File: src/rtl/lt_pkg.sv
// Shared types and constants for the latency tester sequencer and its statistics block.
package lt_pkg;

  typedef enum logic [3:0] {
    S_IDLE,
    S_INIT,
    S_ARM,
    S_TRIG,
    S_WAIT,
    S_CAPTURE,
    S_DISARM,
    S_GAP,
    S_DONE
  } lt_state_e;

  localparam int LAT_W = 16;
  localparam int STB_W = 12;
  localparam int SUM_W = 20;
  localparam int TMO_W = 5;

  localparam logic [LAT_W-1:0] LT_LAT_TIMEOUT = 16'hffff;

  // One tester tick (10 us) in clk27 cycles; software uses this to convert results.
  localparam int CLK27_PER_TICK = 270;

  function automatic logic [31:0] lat_to_clk27(input logic [LAT_W-1:0] lat);
    return 32'(lat) * 32'(CLK27_PER_TICK);
  endfunction

endpackage

File: src/rtl/lt_stat_accum.sv
// Running min/max/sum/stb_max/timeout statistics over the runs of one batch.
module lt_stat_accum
  import lt_pkg::*;
(
  input  logic             clk27,
  input  logic             reset_n,
  input  logic             clear,
  input  logic             upd,
  input  logic [LAT_W-1:0] lat,
  input  logic [STB_W-1:0] stb,
  output logic [LAT_W-1:0] lat_min,
  output logic [LAT_W-1:0] lat_max,
  output logic [SUM_W-1:0] lat_sum,
  output logic [STB_W-1:0] stb_max,
  output logic [TMO_W-1:0] timeout_cnt
);

  logic [LAT_W-1:0] min_q, min_d, max_q, max_d;
  logic [SUM_W-1:0] sum_q, sum_d;
  logic [STB_W-1:0] stbm_q, stbm_d;
  logic [TMO_W-1:0] tmo_q, tmo_d;

  always_comb begin
    min_d  = min_q;
    max_d  = max_q;
    sum_d  = sum_q;
    stbm_d = stbm_q;
    tmo_d  = tmo_q;
    if (clear) begin
      min_d  = LT_LAT_TIMEOUT;
      max_d  = '0;
      sum_d  = '0;
      stbm_d = '0;
      tmo_d  = '0;
    end else if (upd) begin
      if (lat < min_q) min_d = lat;
      if (lat > max_q) max_d = lat;
      // At most 16 runs of 16'hffff, so the 20-bit sum cannot wrap.
      sum_d = sum_q + SUM_W'(lat);
      if (stb > stbm_q) stbm_d = stb;
      if (lat == LT_LAT_TIMEOUT) tmo_d = tmo_q + TMO_W'(1);
    end
  end

  always_ff @(posedge clk27 or negedge reset_n) begin
    if (!reset_n) begin
      min_q  <= LT_LAT_TIMEOUT;
      max_q  <= '0;
      sum_q  <= '0;
      stbm_q <= '0;
      tmo_q  <= '0;
    end else begin
      min_q  <= min_d;
      max_q  <= max_d;
      sum_q  <= sum_d;
      stbm_q <= stbm_d;
      tmo_q  <= tmo_d;
    end
  end

  assign lat_min     = min_q;
  assign lat_max     = max_q;
  assign lat_sum     = sum_q;
  assign stb_max     = stbm_q;
  assign timeout_cnt = tmo_q;

endmodule

File: src/rtl/lt_seq_ctrl.sv
// Batch sequencer for the latency tester: arm/trigger handshake, watchdog, gap timing and status.
module lt_seq_ctrl
  import lt_pkg::*;
#(
  parameter int unsigned GAP_CYCLES = 2700000,
  parameter int unsigned WD_CYCLES  = 33554432,
  parameter int unsigned TRIG_HOLD  = 4,
  parameter int unsigned SETTLE     = 4
) (
  input  logic             clk27,
  input  logic             reset_n,
  input  logic             start,
  input  logic             abort,
  input  logic [3:0]       num_runs,
  input  logic             lt_finished,
  input  logic [LAT_W-1:0] lat_result,
  input  logic [STB_W-1:0] stb_result,
  output logic             lt_active,
  output logic             lt_armed,
  output logic             lt_trigger,
  output logic             busy,
  output logic             done,
  output logic             aborted,
  output logic [3:0]       run_idx,
  output logic [LAT_W-1:0] lat_min,
  output logic [LAT_W-1:0] lat_max,
  output logic [SUM_W-1:0] lat_sum,
  output logic [STB_W-1:0] stb_max,
  output logic [TMO_W-1:0] timeout_cnt
);

  lt_state_e        state_q, state_d;
  logic [31:0]      cnt_q, cnt_d;
  logic [3:0]       last_idx_q, last_idx_d;
  logic [3:0]       run_idx_q, run_idx_d;
  logic [LAT_W-1:0] cap_lat_q, cap_lat_d;
  logic [STB_W-1:0] cap_stb_q, cap_stb_d;
  logic             done_q, done_d, aborted_q, aborted_d;
  logic             act_q, act_d, armed_q, armed_d, trig_q, trig_d;
  logic             idle_like, go, stat_upd;

  always_comb begin
    state_d    = state_q;
    last_idx_d = last_idx_q;
    run_idx_d  = run_idx_q;
    cap_lat_d  = cap_lat_q;
    cap_stb_d  = cap_stb_q;
    done_d     = done_q;
    aborted_d  = aborted_q;
    idle_like  = (state_q == S_IDLE) || (state_q == S_DONE);
    go         = idle_like && start && !abort;

    if (idle_like) begin
      if (go) begin
        state_d = S_INIT;
        // num_runs==0 wraps to last index 15, i.e. a 16-run batch.
        last_idx_d = num_runs - 4'd1;
        run_idx_d  = '0;
        done_d     = 1'b0;
        aborted_d  = 1'b0;
      end
    end else if (abort) begin
      state_d   = S_IDLE;
      aborted_d = 1'b1;
      done_d    = 1'b0;
    end else begin
      case (state_q)
        S_INIT: state_d = S_ARM;
        S_ARM: if (cnt_q == SETTLE - 1) state_d = S_TRIG;
        S_TRIG: begin
          if (lt_finished) begin
            state_d   = S_CAPTURE;
            cap_lat_d = lat_result;
            cap_stb_d = stb_result;
          end else if (cnt_q == TRIG_HOLD - 1) begin
            state_d = S_WAIT;
          end
        end
        S_WAIT: begin
          if (lt_finished) begin
            state_d   = S_CAPTURE;
            cap_lat_d = lat_result;
            cap_stb_d = stb_result;
          end else if (cnt_q == WD_CYCLES - 1) begin
            state_d   = S_CAPTURE;
            cap_lat_d = LT_LAT_TIMEOUT;
            cap_stb_d = '0;
          end
        end
        S_CAPTURE: state_d = S_DISARM;
        // The tester drops finished only once it is back in idle.
        S_DISARM: if (!lt_finished) state_d = S_GAP;
        S_GAP: begin
          if (cnt_q == GAP_CYCLES - 1) begin
            if (run_idx_q == last_idx_q) begin
              state_d = S_DONE;
              done_d  = 1'b1;
            end else begin
              state_d   = S_ARM;
              run_idx_d = run_idx_q + 4'd1;
            end
          end
        end
        default: state_d = S_IDLE;
      endcase
    end

    // One timer serves every state; it restarts on each state change.
    if ((state_d != state_q) || (state_d == S_IDLE) || (state_d == S_DONE))
      cnt_d = '0;
    else
      cnt_d = cnt_q + 32'd1;

    act_d    = !((state_d == S_IDLE) || (state_d == S_DONE));
    armed_d  = (state_d == S_ARM) || (state_d == S_TRIG) ||
               (state_d == S_WAIT) || (state_d == S_CAPTURE);
    trig_d   = (state_d == S_TRIG);
    stat_upd = (state_q == S_CAPTURE) && !abort;
  end

  always_ff @(posedge clk27 or negedge reset_n) begin
    if (!reset_n) begin
      state_q    <= S_IDLE;
      cnt_q      <= '0;
      last_idx_q <= '0;
      run_idx_q  <= '0;
      cap_lat_q  <= '0;
      cap_stb_q  <= '0;
      done_q     <= 1'b0;
      aborted_q  <= 1'b0;
      act_q      <= 1'b0;
      armed_q    <= 1'b0;
      trig_q     <= 1'b0;
    end else begin
      state_q    <= state_d;
      cnt_q      <= cnt_d;
      last_idx_q <= last_idx_d;
      run_idx_q  <= run_idx_d;
      cap_lat_q  <= cap_lat_d;
      cap_stb_q  <= cap_stb_d;
      done_q     <= done_d;
      aborted_q  <= aborted_d;
      act_q      <= act_d;
      armed_q    <= armed_d;
      trig_q     <= trig_d;
    end
  end

  lt_stat_accum u_stat (
    .clk27       (clk27),
    .reset_n     (reset_n),
    .clear       (go),
    .upd         (stat_upd),
    .lat         (cap_lat_q),
    .stb         (cap_stb_q),
    .lat_min     (lat_min),
    .lat_max     (lat_max),
    .lat_sum     (lat_sum),
    .stb_max     (stb_max),
    .timeout_cnt (timeout_cnt)
  );

  assign lt_active  = act_q;
  assign busy       = act_q;
  assign lt_armed   = armed_q;
  assign lt_trigger = trig_q;
  assign done       = done_q;
  assign aborted    = aborted_q;
  assign run_idx    = run_idx_q;

endmodule

File: config.mk
export PLATFORM = sky130hd
export DESIGN_NAME = lt_seq_ctrl
export DESIGN_NICKNAME = d
export VERILOG_FILES = /design/src/rtl/lt_pkg.sv /design/src/rtl/lt_stat_accum.sv /design/src/rtl/lt_seq_ctrl.sv
export SDC_FILE = /design/constraint.sdc
export NUM_CORES = 1
export LEC_CHECK = 0
export BUFFER_PORTS_ARGS = -buffer_cell sky130_fd_sc_hd__buf_2
export CORE_MARGIN = 2
export CORE_UTILIZATION = 53
export CTS_BUF_LIST = sky130_fd_sc_hd__clkbuf_16
export DETAILED_ROUTE_END_ITERATION = 7
export HOLD_SLACK_MARGIN = 0.05
export PLACE_DENSITY = 0.86
export SLEW_MARGIN = 20
export SYNTH_ARGS = -nofsm -noshare
export SYNTH_HDL_FRONTEND = slang
export SYNTH_SLANG_ARGS = --single-unit
File: constraint.sdc
create_clock -name clk27 -period 2.94 [get_ports clk27]
set_clock_uncertainty 0.2 [all_clocks]
set_input_delay 0.441 -clock clk27 [delete_from_list [all_inputs] [get_ports clk27]]
set_output_delay 0.441 -clock clk27 [all_outputs]
set_load 0.01 [all_outputs]
==> metrics.txt, run 1 <==
CP bufs+invs 1; DR iter-0 viols ~690; Multi-input gate area 4650 µm²; Worst Hold Class input port to flop; initial antenna violation count 0; H-tree depth 4; PD cells ~420 nW/µm²; ys async rst share 100%; gpl congestion 0.934; flops & latches, synth approximately 150; Antenna Nets Post-Route 0; worst path required time between 3000 and 4000 ps; first-pass GRT wire length between 30000 and 40000 µm; Rows 46; fin cells roughly 1.3k; Final HPWL DP between 15000 and 20000 µm; Synth Cell Area between 8000 and 9000 µm²; fillers approximately 1.1k; yosys warns 0; gr usage total around 27%; cell count after synthesis ~880; worst slew pin tran ~650 ps; n_diodes 0; failing checks negative setup slack; Total Wirelength about 24000 µm; Clock Path Buffers 2; most frequent cells after synthesis 130 x dfrtp_1, 97 x nor2_1, 63 x ha_1; Synth area leader dfrtp_1; drt drc 0; top post-synthesis cells by area dfrtp_1 38%, ha_1 9.3%, dfstp_2 4.9%; initial core utilization 53.9%; Final Hold Fails 0; Nets 1169; register area about 3700 µm²; total CTS buffers 17; relative slew slack a little under three fifths; vias in the first global route 7285; Leakage about 5.5 nW; Crit path max-delay family simple AND/OR/NAND/NOR gates; Peak VDD IR about 420 µV; Core Region 15800 µm²; layout overhead on the synthesized area 26.3%; CP Cell Sequence or4_4, nor4_4, nand2_1, a32o_1, a211oi_4, inv_4, and3_4, a22o_1; worst-path fanout max 8; Critical Path Source Type flop; drt via density between 5 and 6; number of enable flip-flop cells after synthesis 0; DR WL/cell between 15 and 20 µm; pin count of the biggest net entering global routing 67; final worst slack -131 ps; Reg clk slew, reported paths ~60 ps; Worst EP arrival approximately 3200 ps; chip width 131 µm; Primary FF master, synth dfrtp_1; RSZ-0062 raised after global routing true; WS Path Type flop to flop; crit path max-delay cell type or4_4; Synth Net Count 983; Synth cell types 75; Die Area approximately 17000 µm²; post-synth top area share 38.3%; buffers added on ports 115; Fin Hold WS roughly 69 ps; outcome finished with violations; slowest stage delay, CP roughly 560 ps; crit end category flop; synthesized area per cell about 9.6 µm²; total gr overflow 0; crit path time final just over 3000 ps; Final Setup Violations 37; Die Height between 100 and 150 µm; clock root buffer clkbuf_16; Seq/Total Area, Yosys between 40% and 50%; I/O pins ~120; via count slightly below 8k; maximum clock rate around 0.33 GHz; clk sinks between 100 and 150; fin crit share 104%; max cap viols 0; dpl cells between 1k and 1.5k; layout cells sized above 1 26.8%; DR pass1 iterations 5; worst skew pair latency between 400 and 500 ps; fin. max-slew vios 0; count leader, synth dfrtp_1; clock tree from TritonCTS done
kinds of logic after synthesis:
group,after synthesis,share of synthesized area (%)
simple gates,319,19.0
mux,30,3.90
buf+inv,92,4.43
fa+ha+maj,64,9.51
xor+xnor,57,5.87
compound gates,174,14.1
flops,146,43.2
worst register-to-register path, cell delays in order (launching register included):
cell      delay, ps
dfrtp_1         380
or4_4           560
nor4_4          490
nand2_1         160
a32o_1          260
a211oi_4        320
inv_4           140
and3_4          250
a22o_1          190
final cells by class:
class,instances,share of cell area (%)
sequential,146,34.2
multi-input combinational,647,43.3
inverter,56,1.98
tap,216,2.52
clock inverter,14,1.54
clock buffer,17,3.96
timing repair buffer,200,12.5
metrics by stage:
step                power, W  util, %  setup slack [ps]  setup TNS (ps)  area [µm²]
floorplan            0.00217        -             0.217               0        8520
global placement     0.00229     61.1             -26.8            -154        9630
detailed placement   0.00230     61.1             -77.0            -928        9630
CTS                  0.00450     66.4              11.3               0       10500
global route         0.00463     68.1              -240           -7320       10700
finish               0.00451     68.1              -131           -3070       10700
layout by cell type (no fill, tap or decap), types with 8 or more instances in the layout:
cell type,n
nor2_1,96
o22a_1,10
and4_1,10
nor3_1,29
clkbuf_16,17
xor2_1,32
nand2_1,54
xnor2_1,25
ha_1,62
mux2_2,11
a22o_1,14
nand3_1,47
nor4_1,9
buf_4,55
dlygate4sd3_1,22
inv_1,54
o21ai_0,44
a21oi_1,32
buf_2,114
mux2_4,14
nand4_1,22
and3_1,8
dfstp_2,16
dfrtp_1,130
a21o_1,17
sequential cells by signal, indices dropped and copies added (netlist names), 5 cells and up:
| register | flops |
|---|---|
| cnt_q | 32 |
| u_stat.lat_sum | 20 |
| cap_lat_q | 16 |
| u_stat.lat_max | 16 |
| u_stat.lat_min | 16 |
| cap_stb_q | 12 |
| u_stat.stb_max | 12 |
| u_stat.timeout_cnt | 5 |
timing repair:
item,4_1_cts,5_1_grt
setup endpoints to repair,29,52
setup buffers,1,11
endpoints found under the hold margin,67,1
hold buffers,21,1
pin swaps,1,24
cloned,0,3
resized for setup,5,37
final timing paths:
path,end,start,slack [ps],depth (start not counted)
worst min register to register,done$_DFFE_PN0P_,done$_DFFE_PN0P_,290,2
worst max register to register,cap_stb_q[8]$_DFFE_PN0P_,cnt_q[29]$_DFF_PN0_,-130,8
min in group asynchronous,u_stat.lat_sum[5]$_DFFE_PN0P_,reset_n,390,2
worst max-delay path,cap_stb_q[8]$_DFFE_PN0P_,cnt_q[29]$_DFF_PN0_,-130,8
worst min-delay path,cap_stb_q[11]$_DFFE_PN0P_,stb_result[11],70,2
max in group asynchronous,cap_lat_q[3]$_DFFE_PN0P_,reset_n,1300,3
where the power goes:
group | switching [W] | internal (W)
Clock | 0.000884 | 0.00132
Combinational | 0.000155 | 0.000103
Sequential | 0.0000131 | 0.00203
routing by layer:
layer  global-route usage, %  part of all wire [%]
met1                    35.0                    41
met2                    45.4                    49
met3                    4.89                   6.6
met4                    11.5                   3.6
met5                       0                     0
Note: power is estimated with default switching activity, not from simulation.
==> inputs of run 2 (changes only) <==
SKIP_LAST_GASP = 1   (was default)
==> metrics.txt, run 2 (same netlist as run 1, synthesis figures left out) <==
Leakage 5.48 nW (about the same); Final Setup Violations 37 (unchanged); layout cells sized above 1 26.8% (unchanged); via count 7750 (-0.052%); Final HPWL DP 16100 µm (unchanged); Reg-to-Reg Start cnt_q[29]$_DFF_PN0_; drt via density 5.98 (about the same); Worst EP arrival 3180 ps (about the same); clock root buffer clkbuf_16; commonest non-fill, non-tap cell in the layout dfrtp_1; Core Region 15800 µm² (unchanged); n_diodes 0 (unchanged); total CTS buffers 17 (unchanged); clk sinks 146 (unchanged); max cap viols 0 (unchanged); post-route cell area 10700 µm² (unchanged); fin. max-slew vios 0 (unchanged); crit path time final 3070 ps (-3.09 ps); DR iter-0 viols 691 (+0.29%); most frequent cells in the layout 130 x dfrtp_1, 114 x buf_2, 96 x nor2_1; Die Height 131 µm (unchanged); Die Area 17100 µm² (unchanged); Peak VDD IR 421 µV (about the same); drt drc 0 (unchanged); Rows 46 (unchanged); WS Path Type flop to flop; DR WL/cell 18.7 µm (+0.22%); setup TNS -3020 ps (+50.6 ps); Hold Path End cap_stb_q[11]$_DFFE_PN0P_; maximum clock rate 0.326 GHz (+0.10%); Worst Hold Class input port to flop; fillers 1114 (unchanged); final worst slack -128 ps (+3.09 ps); Largest Register cnt_q; relative slew slack 56.6% (about the same); PD cells 420 nW/µm² (about the same); Largest register FFs 32 (unchanged); Critical Path Source Type flop; I/O pins 116 (unchanged); Antenna Nets Post-Route 0 (unchanged); fin crit share 104% (-0.11 points); buffers added on ports 115 (unchanged); worst slew pin tran 650 ps (-0.795 ps); FF-to-FF setup slack -130 ps (about the same); worst hold start stb_result[11]; DR pass1 iterations 5 (unchanged); Fin Hold WS 69.3 ps (+0.664 ps); reg2reg path depth 8 (unchanged); worst-path fanout max 8 (unchanged); Clock Path Buffers 2 (unchanged); crit end category flop; clock tree from TritonCTS done; gr usage total 27.2% (unchanged); RSZ-0062 raised after global routing true; Total Wirelength 24300 µm (+0.22%); Critical R2R Capture cap_stb_q[10]$_DFFE_PN0P_; failing checks negative setup slack; layout overhead on the synthesized area 26.3% (unchanged); gpl congestion 0.934 (unchanged); Nets 1169 (unchanged); outcome finished with violations; worst skew pair latency 430 ps (about the same); pin count of the biggest net entering global routing 67 (unchanged); worst path required time 3050 ps (about the same); initial antenna violation count 0 (unchanged); Post-DP Area 9630 µm² (unchanged); final core occ 68.1% (unchanged); Reg clk slew, reported paths 60 ps (about the same); Final Hold Fails 0 (unchanged); vias in the first global route 7285 (unchanged); H-tree depth 4 (unchanged); first-pass GRT wire length 36200 µm (unchanged); total gr overflow 0 (unchanged); initial core utilization 53.9% (unchanged); chip width 131 µm (unchanged); hold path depth 2 (unchanged)
-- run 2: cell counts in the layout (fill, tap and decap cells not counted) --
No cell type changed its count.
-- run 2: final cells by class --
type,instances,area [µm²],area share [%]
clock buffer,17,425,3.96
clock inverter,14,165,1.54
inverter,56,213,1.98
multi-input combinational,647,4650,43.3
sequential,146,3670,34.2
tap,216,270,2.52
timing repair buffer,200,1340,12.5
-- run 2: how the worst max path moves through the flow --
stage	start	to	slack [ps]	depth (start not counted)
after floorplan	u_stat.lat_max[9]$_DFFE_PN0P_	u_stat.lat_max[10]$_DFFE_PN0P_	0.2	10
after global placement	cnt_q[29]$_DFF_PN0_	cap_lat_q[3]$_DFFE_PN0P_	-30	7
after detailed placement	cnt_q[29]$_DFF_PN0_	cap_lat_q[2]$_DFFE_PN0P_	-80	7
after CTS	cnt_q[15]$_DFF_PN0_	cap_lat_q[2]$_DFFE_PN0P_	10	7
after global routing	cnt_q[29]$_DFF_PN0_	cap_stb_q[9]$_DFFE_PN0P_	-240	8
final	cnt_q[29]$_DFF_PN0_	cap_stb_q[10]$_DFFE_PN0P_	-130	8
-- run 2: through the flow --
step | setup slack (ps) | power (W) | std cells
final | -128 | 0.00451 | 1296
after global routing | -240 | 0.00463 | 1296
after CTS | 11.3 | 0.00450 | 1281
after detailed placement | -77.0 | 0.00230 | 1228
after global placement | -26.8 | 0.00229 | 1228
after floorplan | 0.217 | 0.00217 | 882
-- run 2: where the power goes --
part	switching, W	internal, W
sequential	0.0000131	0.00203
clock	0.000885	0.00132
combinational	0.000155	0.000103
total	0.00105	0.00345
-- run 2: critical path: stages, from the launching register on --
cell and delay (ps):
dfrtp_1 380, or4_4 560, nor4_4 490, nand2_1 160, a32o_1 260, a211oi_4 320, inv_4 140, and3_4 240
a22o_1 190
-- run 2: what timing repair did --
| action | 4_1_cts | 5_1_grt |
|---|---|---|
| pin swaps | 1 | 24 |
| gates resized for setup | 5 | 36 |
| setup endpoints to repair | 29 | 52 |
| gates cloned | 0 | 3 |
| hold endpoints to repair | 67 | 1 |
| hold buffers | 21 | 1 |
| setup buffers | 1 | 11 |
-- run 2: layer usage --
layer / part of all wire, % / routed length (µm) / global-route usage (%) / vias up
met2: 49 / 12000 / 45.4 / 364
li1: - / - / - / 3542
met1: 41 / 9880 / 35.0 / 3782
met3: 6.7 / 1640 / 4.89 / 62
met4: 3.4 / 817 / 11.5 / 0
met5: 0 / 0 / 0 / -
